`src/rtl/pll_phs_port_arbiter_pkg.sv`:
```
// Shared types and constants for the PLL dynamic phase-shift port arbiter.
package pll_phs_arb_pkg;

    typedef enum logic [1:0] {
        ST_IDLE  = 2'd0,
        ST_GRANT = 2'd1,
        ST_GAP   = 2'd2
    } arb_state_t;

    localparam int OWNER_W = 3;
    localparam int GAP_W   = 4;
    localparam int TMO_W   = 12;

    // Values the PLL port is parked at whenever no engine owns it
    localparam logic IDLE_ROTATE     = 1'b0;
    localparam logic IDLE_LOADPHS_B  = 1'b1;
    localparam logic IDLE_BCLK_SEL   = 1'b0;
    localparam logic IDLE_BCLK90_SEL = 1'b0;
    localparam logic IDLE_DIR        = 1'b1;

endpackage

```
`src/rtl/pll_phs_port_arbiter_if.sv`:
```
// Engine-side request/phase-shift bundle and PLL-side port of the arbiter.
interface pll_phs_port_arbiter_if
    import pll_phs_arb_pkg::*;
#(
    parameter int NUM_REQ = 4
);
    logic [NUM_REQ-1:0] req;
    logic [NUM_REQ-1:0] rotate_in;
    logic [NUM_REQ-1:0] loadphs_b_in;
    logic [NUM_REQ-1:0] bclk_sel_in;
    logic [NUM_REQ-1:0] bclk90_sel_in;
    logic [NUM_REQ-1:0] dir_in;
    logic               clr_err;

    logic [NUM_REQ-1:0] gnt;
    logic [OWNER_W-1:0] owner_id;
    logic               busy;
    logic               vcophsel_rotate;
    logic               loadphs_b;
    logic               vcophsel_bclk_sel;
    logic               vcophsel_bclk90_sel;
    logic               vcophsel_dir;
    logic [NUM_REQ-1:0] timeout_err;

    modport master (
        output req, rotate_in, loadphs_b_in, bclk_sel_in, bclk90_sel_in, dir_in, clr_err,
        input  gnt, owner_id, busy, vcophsel_rotate, loadphs_b,
               vcophsel_bclk_sel, vcophsel_bclk90_sel, vcophsel_dir, timeout_err
    );

    modport slave (
        input  req, rotate_in, loadphs_b_in, bclk_sel_in, bclk90_sel_in, dir_in, clr_err,
        output gnt, owner_id, busy, vcophsel_rotate, loadphs_b,
               vcophsel_bclk_sel, vcophsel_bclk90_sel, vcophsel_dir, timeout_err
    );

endinterface

```
`src/rtl/pll_phs_rr_pick.sv`:
```
// Combinational round-robin picker: first eligible index at or after i_start, wrapping.
module pll_phs_rr_pick
    import pll_phs_arb_pkg::*;
#(
    parameter int NUM_REQ = 4
) (
    input  logic [NUM_REQ-1:0] i_elig,
    input  logic [OWNER_W-1:0] i_start,
    output logic [NUM_REQ-1:0] o_gnt_1h,
    output logic [OWNER_W-1:0] o_idx,
    output logic               o_vld
);

    logic [NUM_REQ-1:0] w_rot;
    logic [OWNER_W:0]   w_off;
    logic [OWNER_W:0]   w_sum;

    // Rotate so that bit 0 is the start index; lowest set bit is then the winner
    assign w_rot = NUM_REQ'({i_elig, i_elig} >> i_start);

    always_comb begin
        w_off = '0;
        for (int k = NUM_REQ - 1; k >= 0; k--) begin
            if (w_rot[k]) begin
                w_off = (OWNER_W + 1)'(k);
            end
        end
    end

    assign w_sum    = {1'b0, i_start} + w_off;
    assign o_idx    = (w_sum >= (OWNER_W + 1)'(NUM_REQ)) ?
                      OWNER_W'(w_sum - (OWNER_W + 1)'(NUM_REQ)) : OWNER_W'(w_sum);
    assign o_vld    = |i_elig;
    assign o_gnt_1h = o_vld ? ({{(NUM_REQ-1){1'b0}}, 1'b1} << o_idx) : '0;

endmodule

```
`src/rtl/pll_phs_port_arbiter.sv`:
```
// Round-robin owner of the PLL dynamic phase-shift port with a forced idle gap between sessions.
// Optional grant watchdog built when PLL_PHS_ARB_TIMEOUT_EN is defined.
module pll_phs_port_arbiter
    import pll_phs_arb_pkg::*;
#(
    parameter int NUM_REQ        = 4,
    parameter int GAP_CYCLES     = 4,
    parameter int TIMEOUT_CYCLES = 4095
) (
    input  logic                   sclk,
    input  logic                   reset_n,
    pll_phs_port_arbiter_if.slave  phs
);

    // state | meaning
    // IDLE  | port parked, picker arbitrates eligible requests
    // GRANT | owner's phase-shift bits pass straight to the PLL
    // GAP   | port parked for GAP_CYCLES before the next arbitration

    arb_state_t         r_state;
    arb_state_t         w_state_nxt;

    logic [NUM_REQ-1:0] r_gnt;
    logic [OWNER_W-1:0] r_owner;
    logic               r_first;
    logic [GAP_W-1:0]   r_gap_cnt;

    logic [NUM_REQ-1:0] w_elig;
    logic [NUM_REQ-1:0] w_pick_1h;
    logic [OWNER_W-1:0] w_pick_idx;
    logic               w_pick_vld;
    logic [OWNER_W:0]   w_owner_inc;
    logic [OWNER_W-1:0] w_start;
    logic               w_own_req;
    logic               w_own_act;
    logic               w_wdog_hit;
    logic               w_release;
    logic               w_revoke;

    assign w_own_req   = |(phs.req & r_gnt);
    assign w_own_act   = (|(phs.rotate_in & r_gnt)) | (|(~phs.loadphs_b_in & r_gnt));
    assign w_owner_inc = {1'b0, r_owner} + (OWNER_W + 1)'(1);

    // Until the first grant after reset the search starts at index 0
    assign w_start = (r_first || (w_owner_inc >= (OWNER_W + 1)'(NUM_REQ))) ?
                     '0 : w_owner_inc[OWNER_W-1:0];

    assign w_release = (r_state == ST_GRANT) && !w_own_req;
    assign w_revoke  = (r_state == ST_GRANT) && w_own_req && w_wdog_hit;

`ifdef PLL_PHS_ARB_TIMEOUT_EN
    logic [TMO_W-1:0]   r_wdog_cnt;
    logic [NUM_REQ-1:0] r_mask;
    logic [NUM_REQ-1:0] r_terr;

    assign w_wdog_hit = (r_state == ST_GRANT) && !w_own_act &&
                        (r_wdog_cnt == TMO_W'(TIMEOUT_CYCLES - 1));
    assign w_elig     = phs.req & ~r_mask;

    always_ff @(posedge sclk or negedge reset_n) begin
        if (!reset_n) begin
            r_wdog_cnt <= '0;
            r_mask     <= '0;
            r_terr     <= '0;
        end else begin
            if ((r_state != ST_GRANT) || w_own_act) begin
                r_wdog_cnt <= '0;
            end else begin
                r_wdog_cnt <= r_wdog_cnt + TMO_W'(1);
            end
            r_mask <= (r_mask & phs.req) | (w_revoke ? r_gnt : '0);
            // A new timeout overrides a clear on the same edge
            r_terr <= (phs.clr_err ? '0 : r_terr) | (w_revoke ? r_gnt : '0);
        end
    end

    assign phs.timeout_err = r_terr;
`else
    logic w_unused_clr_err;

    assign w_wdog_hit       = 1'b0;
    assign w_elig           = phs.req;
    assign w_unused_clr_err = phs.clr_err;
    assign phs.timeout_err  = '0;
`endif

    pll_phs_rr_pick #(
        .NUM_REQ (NUM_REQ)
    ) u_pick (
        .i_elig   (w_elig),
        .i_start  (w_start),
        .o_gnt_1h (w_pick_1h),
        .o_idx    (w_pick_idx),
        .o_vld    (w_pick_vld)
    );

    always_ff @(posedge sclk or negedge reset_n) begin
        if (!reset_n) begin
            r_state <= ST_IDLE;
        end else begin
            r_state <= w_state_nxt;
        end
    end

    always_comb begin
        w_state_nxt = r_state;
        case (r_state)
            ST_IDLE:  if (w_pick_vld)              w_state_nxt = ST_GRANT;
            ST_GRANT: if (w_release || w_revoke)   w_state_nxt = ST_GAP;
            ST_GAP:   if (r_gap_cnt == '0)         w_state_nxt = ST_IDLE;
            default:                               w_state_nxt = ST_IDLE;
        endcase
    end

    always_ff @(posedge sclk or negedge reset_n) begin
        if (!reset_n) begin
            r_gnt     <= '0;
            r_owner   <= '0;
            r_first   <= 1'b1;
            r_gap_cnt <= '0;
        end else begin
            case (r_state)
                ST_IDLE: begin
                    if (w_pick_vld) begin
                        r_gnt   <= w_pick_1h;
                        r_owner <= w_pick_idx;
                        r_first <= 1'b0;
                    end
                end
                ST_GRANT: begin
                    if (w_release || w_revoke) begin
                        r_gnt     <= '0;
                        r_gap_cnt <= GAP_W'(GAP_CYCLES - 1);
                    end
                end
                ST_GAP: begin
                    if (r_gap_cnt != '0) begin
                        r_gap_cnt <= r_gap_cnt - GAP_W'(1);
                    end
                end
                default: begin
                    r_gnt <= '0;
                end
            endcase
        end
    end

    always_comb begin
        phs.busy                = (r_state != ST_IDLE);
        phs.vcophsel_rotate     = IDLE_ROTATE;
        phs.loadphs_b           = IDLE_LOADPHS_B;
        phs.vcophsel_bclk_sel   = IDLE_BCLK_SEL;
        phs.vcophsel_bclk90_sel = IDLE_BCLK90_SEL;
        phs.vcophsel_dir        = IDLE_DIR;
        if (r_state == ST_GRANT) begin
            phs.vcophsel_rotate     = |(phs.rotate_in     & r_gnt);
            phs.loadphs_b           = |(phs.loadphs_b_in  & r_gnt);
            phs.vcophsel_bclk_sel   = |(phs.bclk_sel_in   & r_gnt);
            phs.vcophsel_bclk90_sel = |(phs.bclk90_sel_in & r_gnt);
            phs.vcophsel_dir        = |(phs.dir_in        & r_gnt);
        end
    end

    assign phs.gnt      = r_gnt;
    assign phs.owner_id = r_owner;

endmodule

```
`src/flat_wrapper.sv`:
```
// flat-port wrapper written by rule: the top's interface ports become plain ports
module pll_phs_port_arbiter_flat import pll_phs_arb_pkg::*;
#(
    parameter int NUM_REQ        = 4,
    parameter int GAP_CYCLES     = 4,
    parameter int TIMEOUT_CYCLES = 4095
)
  (sclk, reset_n, phs_req, phs_rotate_in, phs_loadphs_b_in, phs_bclk_sel_in, phs_bclk90_sel_in, phs_dir_in, phs_clr_err, phs_gnt, phs_owner_id, phs_busy, phs_vcophsel_rotate, phs_loadphs_b, phs_vcophsel_bclk_sel, phs_vcophsel_bclk90_sel, phs_vcophsel_dir, phs_timeout_err);
  pll_phs_port_arbiter_if #(.NUM_REQ(NUM_REQ)) phs_i ();
  input  logic sclk;
  input  logic reset_n;
  input wire logic [$bits(phs_i.req)-1:0] phs_req;
  input wire logic [$bits(phs_i.rotate_in)-1:0] phs_rotate_in;
  input wire logic [$bits(phs_i.loadphs_b_in)-1:0] phs_loadphs_b_in;
  input wire logic [$bits(phs_i.bclk_sel_in)-1:0] phs_bclk_sel_in;
  input wire logic [$bits(phs_i.bclk90_sel_in)-1:0] phs_bclk90_sel_in;
  input wire logic [$bits(phs_i.dir_in)-1:0] phs_dir_in;
  input wire logic [$bits(phs_i.clr_err)-1:0] phs_clr_err;
  output wire logic [$bits(phs_i.gnt)-1:0] phs_gnt;
  output wire logic [$bits(phs_i.owner_id)-1:0] phs_owner_id;
  output wire logic [$bits(phs_i.busy)-1:0] phs_busy;
  output wire logic [$bits(phs_i.vcophsel_rotate)-1:0] phs_vcophsel_rotate;
  output wire logic [$bits(phs_i.loadphs_b)-1:0] phs_loadphs_b;
  output wire logic [$bits(phs_i.vcophsel_bclk_sel)-1:0] phs_vcophsel_bclk_sel;
  output wire logic [$bits(phs_i.vcophsel_bclk90_sel)-1:0] phs_vcophsel_bclk90_sel;
  output wire logic [$bits(phs_i.vcophsel_dir)-1:0] phs_vcophsel_dir;
  output wire logic [$bits(phs_i.timeout_err)-1:0] phs_timeout_err;
  assign phs_i.req = phs_req;
  assign phs_i.rotate_in = phs_rotate_in;
  assign phs_i.loadphs_b_in = phs_loadphs_b_in;
  assign phs_i.bclk_sel_in = phs_bclk_sel_in;
  assign phs_i.bclk90_sel_in = phs_bclk90_sel_in;
  assign phs_i.dir_in = phs_dir_in;
  assign phs_i.clr_err = phs_clr_err;
  assign phs_gnt = phs_i.gnt;
  assign phs_owner_id = phs_i.owner_id;
  assign phs_busy = phs_i.busy;
  assign phs_vcophsel_rotate = phs_i.vcophsel_rotate;
  assign phs_loadphs_b = phs_i.loadphs_b;
  assign phs_vcophsel_bclk_sel = phs_i.vcophsel_bclk_sel;
  assign phs_vcophsel_bclk90_sel = phs_i.vcophsel_bclk90_sel;
  assign phs_vcophsel_dir = phs_i.vcophsel_dir;
  assign phs_timeout_err = phs_i.timeout_err;
  pll_phs_port_arbiter #(.NUM_REQ(NUM_REQ), .GAP_CYCLES(GAP_CYCLES), .TIMEOUT_CYCLES(TIMEOUT_CYCLES)) u_core (.sclk(sclk), .reset_n(reset_n), .phs(phs_i));
endmodule
```
`config.mk`:
```
export PLATFORM = sky130hd
export DESIGN_NAME = pll_phs_port_arbiter_flat
export DESIGN_NICKNAME = d
export VERILOG_FILES = /design/src/rtl/pll_phs_port_arbiter_pkg.sv /design/src/rtl/pll_phs_port_arbiter_if.sv /design/src/rtl/pll_phs_rr_pick.sv /design/src/rtl/pll_phs_port_arbiter.sv /design/src/flat_wrapper.sv
export SDC_FILE = /design/constraint.sdc
export NUM_CORES = 1
export LEC_CHECK = 0
export ABC_AREA = 1
export BUFFER_PORTS_ARGS = -buffer_cell sky130_fd_sc_hd__clkbuf_2
export CORE_AREA = 2 2 65 60
export DETAILED_ROUTE_END_ITERATION = 8
export DIE_AREA = 0 0 67 62
export GPL_TIMING_DRIVEN = 0
export SLEW_MARGIN = 30
export SYNTH_ARGS = -nofsm -noshare
export SYNTH_HDL_FRONTEND = slang
export SYNTH_HIERARCHICAL = 1
export SYNTH_SLANG_ARGS = --single-unit
```
`constraint.sdc`:
```
create_clock -name sclk -period 3.53 [get_ports sclk]
set_input_delay 0.353 -clock sclk [delete_from_list [all_inputs] [get_ports sclk]]
set_output_delay 0.353 -clock sclk [all_outputs]
set_load 0.005 [all_outputs]
```
==> impl_metrics.toml, run 1 <==
[status]
status = "complete, no violations"

[final_layout]
fillers = 380
areaGrowthSynthToFinish_pct = 27.7
insertedDiodeCount = 0
num-nets-final = 259
layout.area.seq_um2 = 352
drive_gt1_share_pct = 29.3
multi_input_area_um2 = 731

[cts]
cts_made_buffers = 3
cts.path.max_buffers = 2
cts_tree = "done"
post_cts_buffers = 0
cts_resized = 0
cts_hold_buf = 0
path_clk_slew_ns = 0.06
clock_sinks = 14
h-tree-depth = 1
root_buffer = "clkbuf_8"
clk_latency_ns = 0.24

[setup_path]
r2r_start = "u_core/phs.owner_id[1]"
r2r_cells = 18
crit_type = "register to register"
startpoint = "u_core/phs.owner_id[1]"
cp_max_fo = 7
r2r_end = "u_core/phs.gnt[0]"
max_stage_delay_ns = 0.47
slowest_stage = "fa_1"
rrSetupSlack_ns = 0.59
cp.arrival_ns = 3.13
endpoint = "u_core/phs.gnt[0]"
critPathRequiredTime_ns = 3.71
crit_chain = "ha_1 > a21boi_0 > nor3_1 > and2_1 > inv_2 > nor2_2 > nand2_1 > nand2_1 > inv_1 > nand2_1 > a21oi_2 > ha_1 > fa_1 > inv_1 > nand2_1 > nor3_1 > nand4_1 > nand2_1"
worst_setup_path_end_kind = "register"
cpMostUsedCell = "nand2_1"
start_kind = "register"

[power_and_ir_drop]
ir_drop_v = 0.000514
seq_power_share_pct = 20.6
power_density_nw_per_um2 = 926
switching_share_pct = 50.2
clockPowerShare_pct = 11.1
power_uw = 1390
internal_power_uw = 690
switchingPower_uw = 696
p_leak_uw = 0.000840
combPwrFrac_pct = 68.4

[route]
firstDrtPassIters = 4
wire_per_inst_um = 9.50
first_iter_violations = 17
drc = 0
wl_mm = 2.57
via_per_inst = 4.46
ant_nets = 0
dr_total_vias = 1208

[yosys]
synth_common_cells = "75 x nand2_1, 17 x inv_1, 13 x dfrtp_1"
synth-edff-count = 0
netlist.top_cell.by_area = "dfrtp_1"
ys_ff_latch = 14
synth-warning-count = 6
yosysSeqAreaShare_pct = 30.0
avgSynthCellArea_um2 = 6.62
yosys.cell_types.count = 26
synth_top_flop_cell = "dfrtp_1"
yosysMostFrequentCell = "nand2_1"
async_flop_share_pct = 100
synth.area.top_cells = "dfrtp_1 28%, nand2_1 24%, inv_1 5.4%"
synth_top_area_share_pct = 27.7
synth_cells = 177
syn_area_um2 = 1170

[global_routing]
grtUsageTotal_pct = 13.2
grt_pass1_wl_mm = 4.17
grt_max_degree = 15
antenna_found_initial = 0
grt_overflow = 0
grt_pass1_vias = 1009

[floorplan]
io_pins = 44
core_um2 = 3570
die_w_um = 67
dieArea_um2 = 4150
rows = 21
die_y_um = 62
start_util_pct = 32.8

[placed_design]
hpwl_mm = 2.09
gp_congestion = 0.797
portBuffers = 38

[sta]
period_minus_slack_ns = 2.94
hold_ws_ns = 0.00448
final-hold-violation-count = 0
fin_skew_ns = 0.00529
slew_viol_final = 0
timing.fmax_mhz = 340
final.setup.tns_ns = 0
timing.final.crit_share_pct = 83.4
rsz0062_at_grt = "false"
setup-violations-final = 0

[worst_hold_path]
worstHoldPathType = "input pin to asynchronous set/reset pin"

[run]
maxCapViolations = 0
## cells by family after synthesis
| kind of cell | synth area share [%] |
|---|---|
| and+or+nand+nor | 44.6 |
| buffers and inverters | 9.61 |
| DFF | 30.0 |
| AOI/OAI and AO/OA | 7.68 |
| adders and majority gates | 7.04 |
| xor gates and xnor gates | 0.747 |
| other | 0.320 |
## per-stage QoR
step	worst slack [ns]	std cells	utilization, %	cell area (µm²)
after floorplan	0.796	183	-	1190
after global placement	0.561	267	40.4	1440
after detailed placement	0.565	267	40.4	1440
after CTS	0.555	271	41.9	1500
after global routing	0.234	271	41.9	1500
final	0.586	271	41.9	1500
## worst max-delay path: cells and delay by family, from the launching register on
kind	cells	cell delay, ns
AOI/OAI and AO/OA	2	0.17
DFF	1	0.42
and+or+nand+nor	10	1.24
buffers and inverters	3	0.19
adders and majority gates	3	0.88
## cell usage in the layout, fill, tap and decap left out, types with 2 or more instances in the layout
cell,n
a41oi_1,3
dfrtp_1,13
a21oi_1,3
nor2_4,2
buf_4,4
nand3_1,11
nand2_2,3
o21ai_2,2
conb_1,7
nor2_1,8
nand2_1,75
nand4_1,5
ha_1,5
clkbuf_2,38
nor3_1,5
o21ai_0,2
inv_2,5
inv_1,17
clkbuf_8,4
nor2_2,3
nand2_4,3
## worst min path at each step
stage	start	endpoint	slack [ns]	cells past startpoint
finish	reset_n	u_core/r_gap_cnt[2]	0.004	1
global route	reset_n	u_core/r_gap_cnt[2]	0.03	1
CTS	reset_n	u_core/r_gap_cnt[3]	0.02	1
detailed placement	reset_n	u_core/r_gap_cnt[3]	0.29	1
global placement	reset_n	u_core/r_gap_cnt[2]	0.28	1
floorplan	reset_n	u_core/phs.gnt[0]	0.06	0
## routing by layer
| layer | vias up | routed length (µm) | track usage (%) |
|---|---|---|---|
| li1 | 647 | - | - |
| met1 | 522 | 1240 | 15.8 |
| met2 | 37 | 1110 | 23.5 |
| met3 | 2 | 215 | 4.14 |
| met4 | 0 | 13 | 2.62 |
| met5 | - | 0 | 0 |
## area by class of cell
type                       instances  share of cell area, %
sequential                        14                   23.5
multi-input combinational        143                   48.8
buffer                             4                   2.01
tap                               46                   3.84
inverter                          22                   5.51
clock buffer                       4                   3.68
timing repair buffer              38                   12.7
## flip-flops by register name (all words and copies together), names as in the netlist
| signal | flops |
|---|---|
| u_core/phs.gnt | 4 |
| u_core/r_gap_cnt | 4 |
| u_core/r_first | 1 |
| u_core/r_state | 2 |
| u_core/phs.owner_id | 3 |
## power by group through the flow
stage | logic (µW) | clock network (µW) | registers, µW
finish | 948 | 153 | 285
global route | 1120 | 170 | 295
CTS | 962 | 162 | 285
detailed placement | 959 | 0 | 288
global placement | 948 | 0 | 287
floorplan | 758 | 0 | 277
Power figures use the tool's default switching activity.
==> run 2, diff against run 1 <==
Settings changed: ABC_AREA 1 to 0, CORE_AREA 2 2 65 60 to 2 2 64 60, DIE_AREA 0 0 67 62 to 0 0 66 62.
Clock period 3.53 ns to 2.6 ns, I/O delays scaled along.
==> run 2 against run 1 <==
Effect of this change:
- the run now ends with negative setup slack left
- wire length increased by 9.4%
- hold slack improved by 0.44 ns
- non-clock buffer count increased by 12
==> impl_metrics.toml, run 2 <==
[setup_path]
cpMostUsedCell = "ha_2"
crit_chain = "ha_2 > and2_4 > o21a_4 > mux2_4 > o21ai_2 > o2bb2ai_2 > ha_2 > fa_2 > nor3b_2 > mux2i_1 > o22ai_1"
crit_cells = 11
r2r_end = "u_core/phs.gnt[1]"
crit_type = "register to register"
slowest_stage = "fa_2"
worst_setup_path_end_kind = "register"
r2r_start = "u_core/phs.owner_id[0]"
cp.arrival_ns = 3.00
rrSetupSlack_ns = -0.24
start_kind = "register"
startpoint = "u_core/phs.owner_id[0]"
critPathRequiredTime_ns = 2.76
cpLargestDelayFamily = "adder cells"
cp_max_fo = 6
endpoint = "u_core/phs.gnt[1]"
critPathBufInv = 0
r2r_cells = 11
max_stage_delay_ns = 0.47

[global_routing]
antenna_found_initial = 0
grtUsageTotal_pct = 14.7
grt_pass1_wl_mm = 4.58
grt_pass1_vias = 1102
grt_overflow = 0
grt_max_degree = 15

[floorplan]
dieArea_um2 = 4090
io_pins = 44
start_util_pct = 32.2
die_y_um = 62
core_um2 = 3520
rows = 21
die_w_um = 66

[sta]
timing.fmax_mhz = 352
slew_viol_final = 0
period_minus_slack_ns = 2.84
final.setup.tns_ns = -1.04
setup-violations-final = 5
fin_skew_ns = 0.00961
timing.final.ws_setup_ns = -0.240
final-hold-violation-count = 0
rsz0062_at_grt = "true"
timing.final.crit_share_pct = 109

[route]
ant_nets = 0
firstDrtPassIters = 4
via_per_inst = 5.03
dr_total_vias = 1127
wire_per_inst_um = 12.6
drc = 0
first_iter_violations = 20
wl_mm = 2.82

[final_layout]
final_cell_mix = "38 x clkbuf_2, 13 x dfrtp_1, 10 x buf_4, 10 x nand2_1"
num-nets-final = 212
insertedDiodeCount = 0
final_common_cell = "clkbuf_2"
fin_cells = 224
areaGrowthSynthToFinish_pct = 39.8
fin_util_pct = 45.1
drive_gt1_share_pct = 47.8

[cts]
cts.path.max_buffers = 2
path_clk_slew_ns = 0.06
cts_tree = "done"
root_buffer = "clkbuf_8"
h-tree-depth = 1
cts_made_buffers = 3
clk_latency_ns = 0.25
clock_sinks = 14

[power_and_ir_drop]
ir_drop_v = 0.000507
power_density_nw_per_um2 = 1200
power_uw = 1900
p_leak_uw = 0.000765

[yosys]
syn_area_um2 = 1130
avgSynthCellArea_um2 = 9.23
async_flop_share_pct = 100
synth.area.top_cells = "dfrtp_1 29%, a22oi_1 6.0%, ha_1 5.5%"
yosysSeqAreaShare_pct = 31.0
synth-warning-count = 6
netlist.top_cell.by_area = "dfrtp_1"
ys_ff_latch = 14
synth_common_cells = "13 x dfrtp_1, 10 x nand2_1, 9 x a21oi_1, 9 x a22oi_1, 6 x mux2i_1"
synth_top_flop_cell = "dfrtp_1"
synth-edff-count = 0
synth_cells = 123
yosysMostFrequentCell = "dfrtp_1"
synth_top_area_share_pct = 28.7
yosys.cell_types.count = 43

[status]
violations = "negative setup slack"
status = "finished with violations"

[placed_design]
hpwl_mm = 2.22
placed_cells = 214
gp_congestion = 0.765
portBuffers = 38
dp_slack_ns = -0.331

[run]
maxCapViolations = 0

[worst_hold_path]
worstHoldPathType = "input pin to asynchronous set/reset pin"
==> run 2: worst min-delay path by stage <==
stage,slack [ns],cells after the start,from,end
after global placement,0.18,1,reset_n,u_core/r_gap_cnt[3]
after CTS,0.46,2,reset_n,u_core/phs.gnt[1]
after detailed placement,0.18,1,reset_n,u_core/phs.gnt[1]
after floorplan,-0.04,0,reset_n,u_core/phs.gnt[0]
after global routing,0.50,2,reset_n,u_core/phs.gnt[1]
final,0.45,2,reset_n,u_core/phs.gnt[1]
==> run 2: kinds of logic (layout without fill, tap and decap cells) <==
kind of cell	count (synthesis)	after routing	share of synthesized area [%]
other	1	8	0.330
DFF	14	14	31.0
muxes	10	10	9.26
buffers and inverters	14	62	6.50
and+or+nand+nor	41	41	21.9
AOI/OAI and AO/OA	36	36	22.9
adders and majority gates	6	6	7.28
xor gates and xnor gates	1	1	0.772
==> run 2: metrics by stage <==
step / instance area (µm²) / hold slack [ns]
floorplan: 1200 / -0.0356
CTS: 1570 / 0.462
finish: 1590 / 0.447
detailed placement: 1440 / 0.184
global route: 1590 / 0.496
global placement: 1440 / 0.178
==> run 2: cell type report <==
cell class                 instances  area, µm²
fill                             335       1930
buffer                            10       58.8
multi-input combinational        102        821
timing repair buffer              44        238
clock buffer                       4       45.0
sequential                        14        352
inverter                           4       15.0
tap                               46       57.6
==> run 2: worst reg2reg max path, delay by kind of cell (launching register included) <==
family,cells,cell delay [ns]
DFF,1,0.39
AOI/OAI and AO/OA,4,0.74
adders and majority gates,3,0.87
muxes,2,0.43
and+or+nand+nor,2,0.32
==> run 2: what timing repair did <==
| action | in CTS | in global routing |
|---|---|---|
| resized for setup | 10 | 0 |
| endpoints found under the hold margin | 13 | 0 |
| pin swaps | 5 | 7 |
| hold buffers | 1 | 0 |
| setup endpoints to repair | 5 | 5 |
| buffers inserted | 3 | 2 |
==> run 2: report_power, final <==
part | switching (µW) | internal, µW
combinational | 662 | 715
clock | 74.7 | 108
sequential | 50.1 | 293
==> run 2: routing by layer <==
layer  up-vias  track usage [%]  routed length (µm)
met3         4             4.86                 278
met1       519             16.4                1190
met2        43             27.7                1320
met5         -                0                   0
li1        561                -                   -
met4         0             3.50                  25
==> run 3, diff against run 2 <==
Settings changed: CTS_CLUSTER_DIAMETER set to 50, REMOVE_ABC_BUFFERS set to 1.
==> run 3 against run 2 <==
Effect of this change:
- the run still ends with negative setup slack left
- register-to-register slack worse by 0.02 ns
- design area down 1.4%
- clock skew fell by 0.0062 ns
- power rose by 2.4%
- die area is the same
- critical path depth unchanged
- highest routed layer unchanged
==> impl_metrics.toml, run 3 (same netlist as run 2, synthesis figures left out) <==
[floorplan]
dieArea_um2 = 4090
io_pins = 44
die_y_um = 62
die_w_um = 66
rows = 21
core_um2 = 3520
start_util_pct = 32.2

[final_layout]
areaGrowthSynthToFinish_pct = 37.8
num-nets-final = 203
multi_input_area_um2 = 840
final_cell_mix = "38 x clkbuf_2, 13 x dfrtp_1, 10 x nand2_1"
final_common_cell = "clkbuf_2"
drive_gt1_share_pct = 48.5
fin_util_pct = 44.4
fillers = 350
insertedDiodeCount = 0
layout.area.seq_um2 = 352

[global_routing]
grt_util_met2_pct = 27.4
antenna_found_initial = 0
grtUsageMet3_pct = 3.42
grt_max_degree = 15
grt_pass1_vias = 982
grt_use_met1_pct = 16.9
grtUsageTotal_pct = 14.3
grt-busiest-layer = "met2"
grt_overflow = 0
grt_pass1_wl_mm = 4.45

[setup_path]
start_kind = "register"
cp.arrival_ns = 3.03
r2r_cells = 11
worst_setup_path_end_kind = "register"
critPathRequiredTime_ns = 2.76
cp_max_fo = 6
crit_type = "register to register"

[power_and_ir_drop]
ir_drop_v = 0.000641
power_uw = 1950
p_leak_uw = 0.000742
power_density_nw_per_um2 = 1250

[cts]
clk_latency_ns = 0.25
cts.path.max_buffers = 2
cts_tree = "done"
cts_made_buffers = 3
root_buffer = "clkbuf_8"
path_clk_slew_ns = 0.06
clock_sinks = 14
h-tree-depth = 1

[sta]
timing.final.ws_setup_ns = -0.262
setup-violations-final = 5
slew_viol_final = 0
fin_skew_ns = 0.00342
final.setup.tns_ns = -1.15
rsz0062_at_grt = "true"
timing.fmax_mhz = 349
period_minus_slack_ns = 2.86
final-hold-violation-count = 0
timing.final.crit_share_pct = 110

[route]
firstDrtPassIters = 4
via_per_inst = 5.05
drc = 0
dr_total_vias = 1086
first_iter_violations = 28
wire_per_inst_um = 13.3
ant_nets = 0
wl_mm = 2.87

[run]
maxCapViolations = 0

[placed_design]
hpwl_mm = 2.09
portBuffers = 38
gp_congestion = 0.720
dp_slack_ns = -0.604

[worst_hold_path]
worstHoldPathType = "input pin to asynchronous set/reset pin"

[status]
status = "finished with violations"
violations = "negative setup slack"
==> run 3: area by class of cell <==
class	instances	area share (%)
sequential	14	22.5
tap	46	3.68
clock buffer	4	3.52
inverter	4	0.960
multi-input combinational	102	53.7
timing repair buffer	45	15.7
==> run 3: path summary, 6_finish.rpt <==
path	startpoint	end	slack (ns)
max in group asynchronous	reset_n	u_core/r_first	1.85
worst max-delay path	u_core/phs.owner_id[0]	u_core/phs.gnt[2]	-0.26
worst min-delay path	reset_n	u_core/r_gap_cnt[0]	0.44
min in group sclk	u_core/r_first	u_core/r_first	0.51
worst min register to register	u_core/r_first	u_core/r_first	0.51
worst max register to register	u_core/phs.owner_id[0]	u_core/phs.gnt[2]	-0.26
==> run 3: metal layers <==
layer  vias up  wire (µm)
met4         0         13
met2        41       1360
met5         -          0
met3         2        216
met1       503       1280
li1        540          -
==> run 3: critical path, stage by stage, from the launching register on <==
cell and delay [ns]:
dfrtp_1 0.39, ha_2 0.20, and2_4 0.14, o21a_4 0.26, and3b_2 0.24, o22ai_2 0.18
o2bb2ai_2 0.09, ha_2 0.19, fa_2 0.63, nor3b_2 0.19, mux2i_1 0.10, o22ai_1 0.18
==> run 3: power by group <==
group	leakage [µW]	switching [µW]	total [µW]	internal, µW
combinational	0.000539	632	1340	708
sequential	0.000175	102	395	293
clock	0.0000288	79.6	214	134
total	0.000742	814	1950	1140
==> run 3: timing repair <==
| item | in CTS | in global routing |
|---|---|---|
| endpoints found under the setup margin | 5 | 5 |
| cloned | 0 | 0 |
| gates resized for setup | 15 | 9 |
| hold buffers | 1 | 0 |
| hold endpoints to repair | 13 | 0 |
| setup buffers | 5 | 1 |
| pin swaps | 8 | 10 |
==> run 3: stage by stage <==
step / cell area [µm²] / hold slack (ns) / cells
3_3_place_gp: 1350 / 0.184 / 204
6_report: 1560 / 0.445 / 215
5_1_grt: 1560 / 0.480 / 215
2_1_floorplan: 1100 / -0.0356 / 120
3_5_place_dp: 1350 / 0.191 / 204
4_1_cts: 1500 / 0.456 / 214
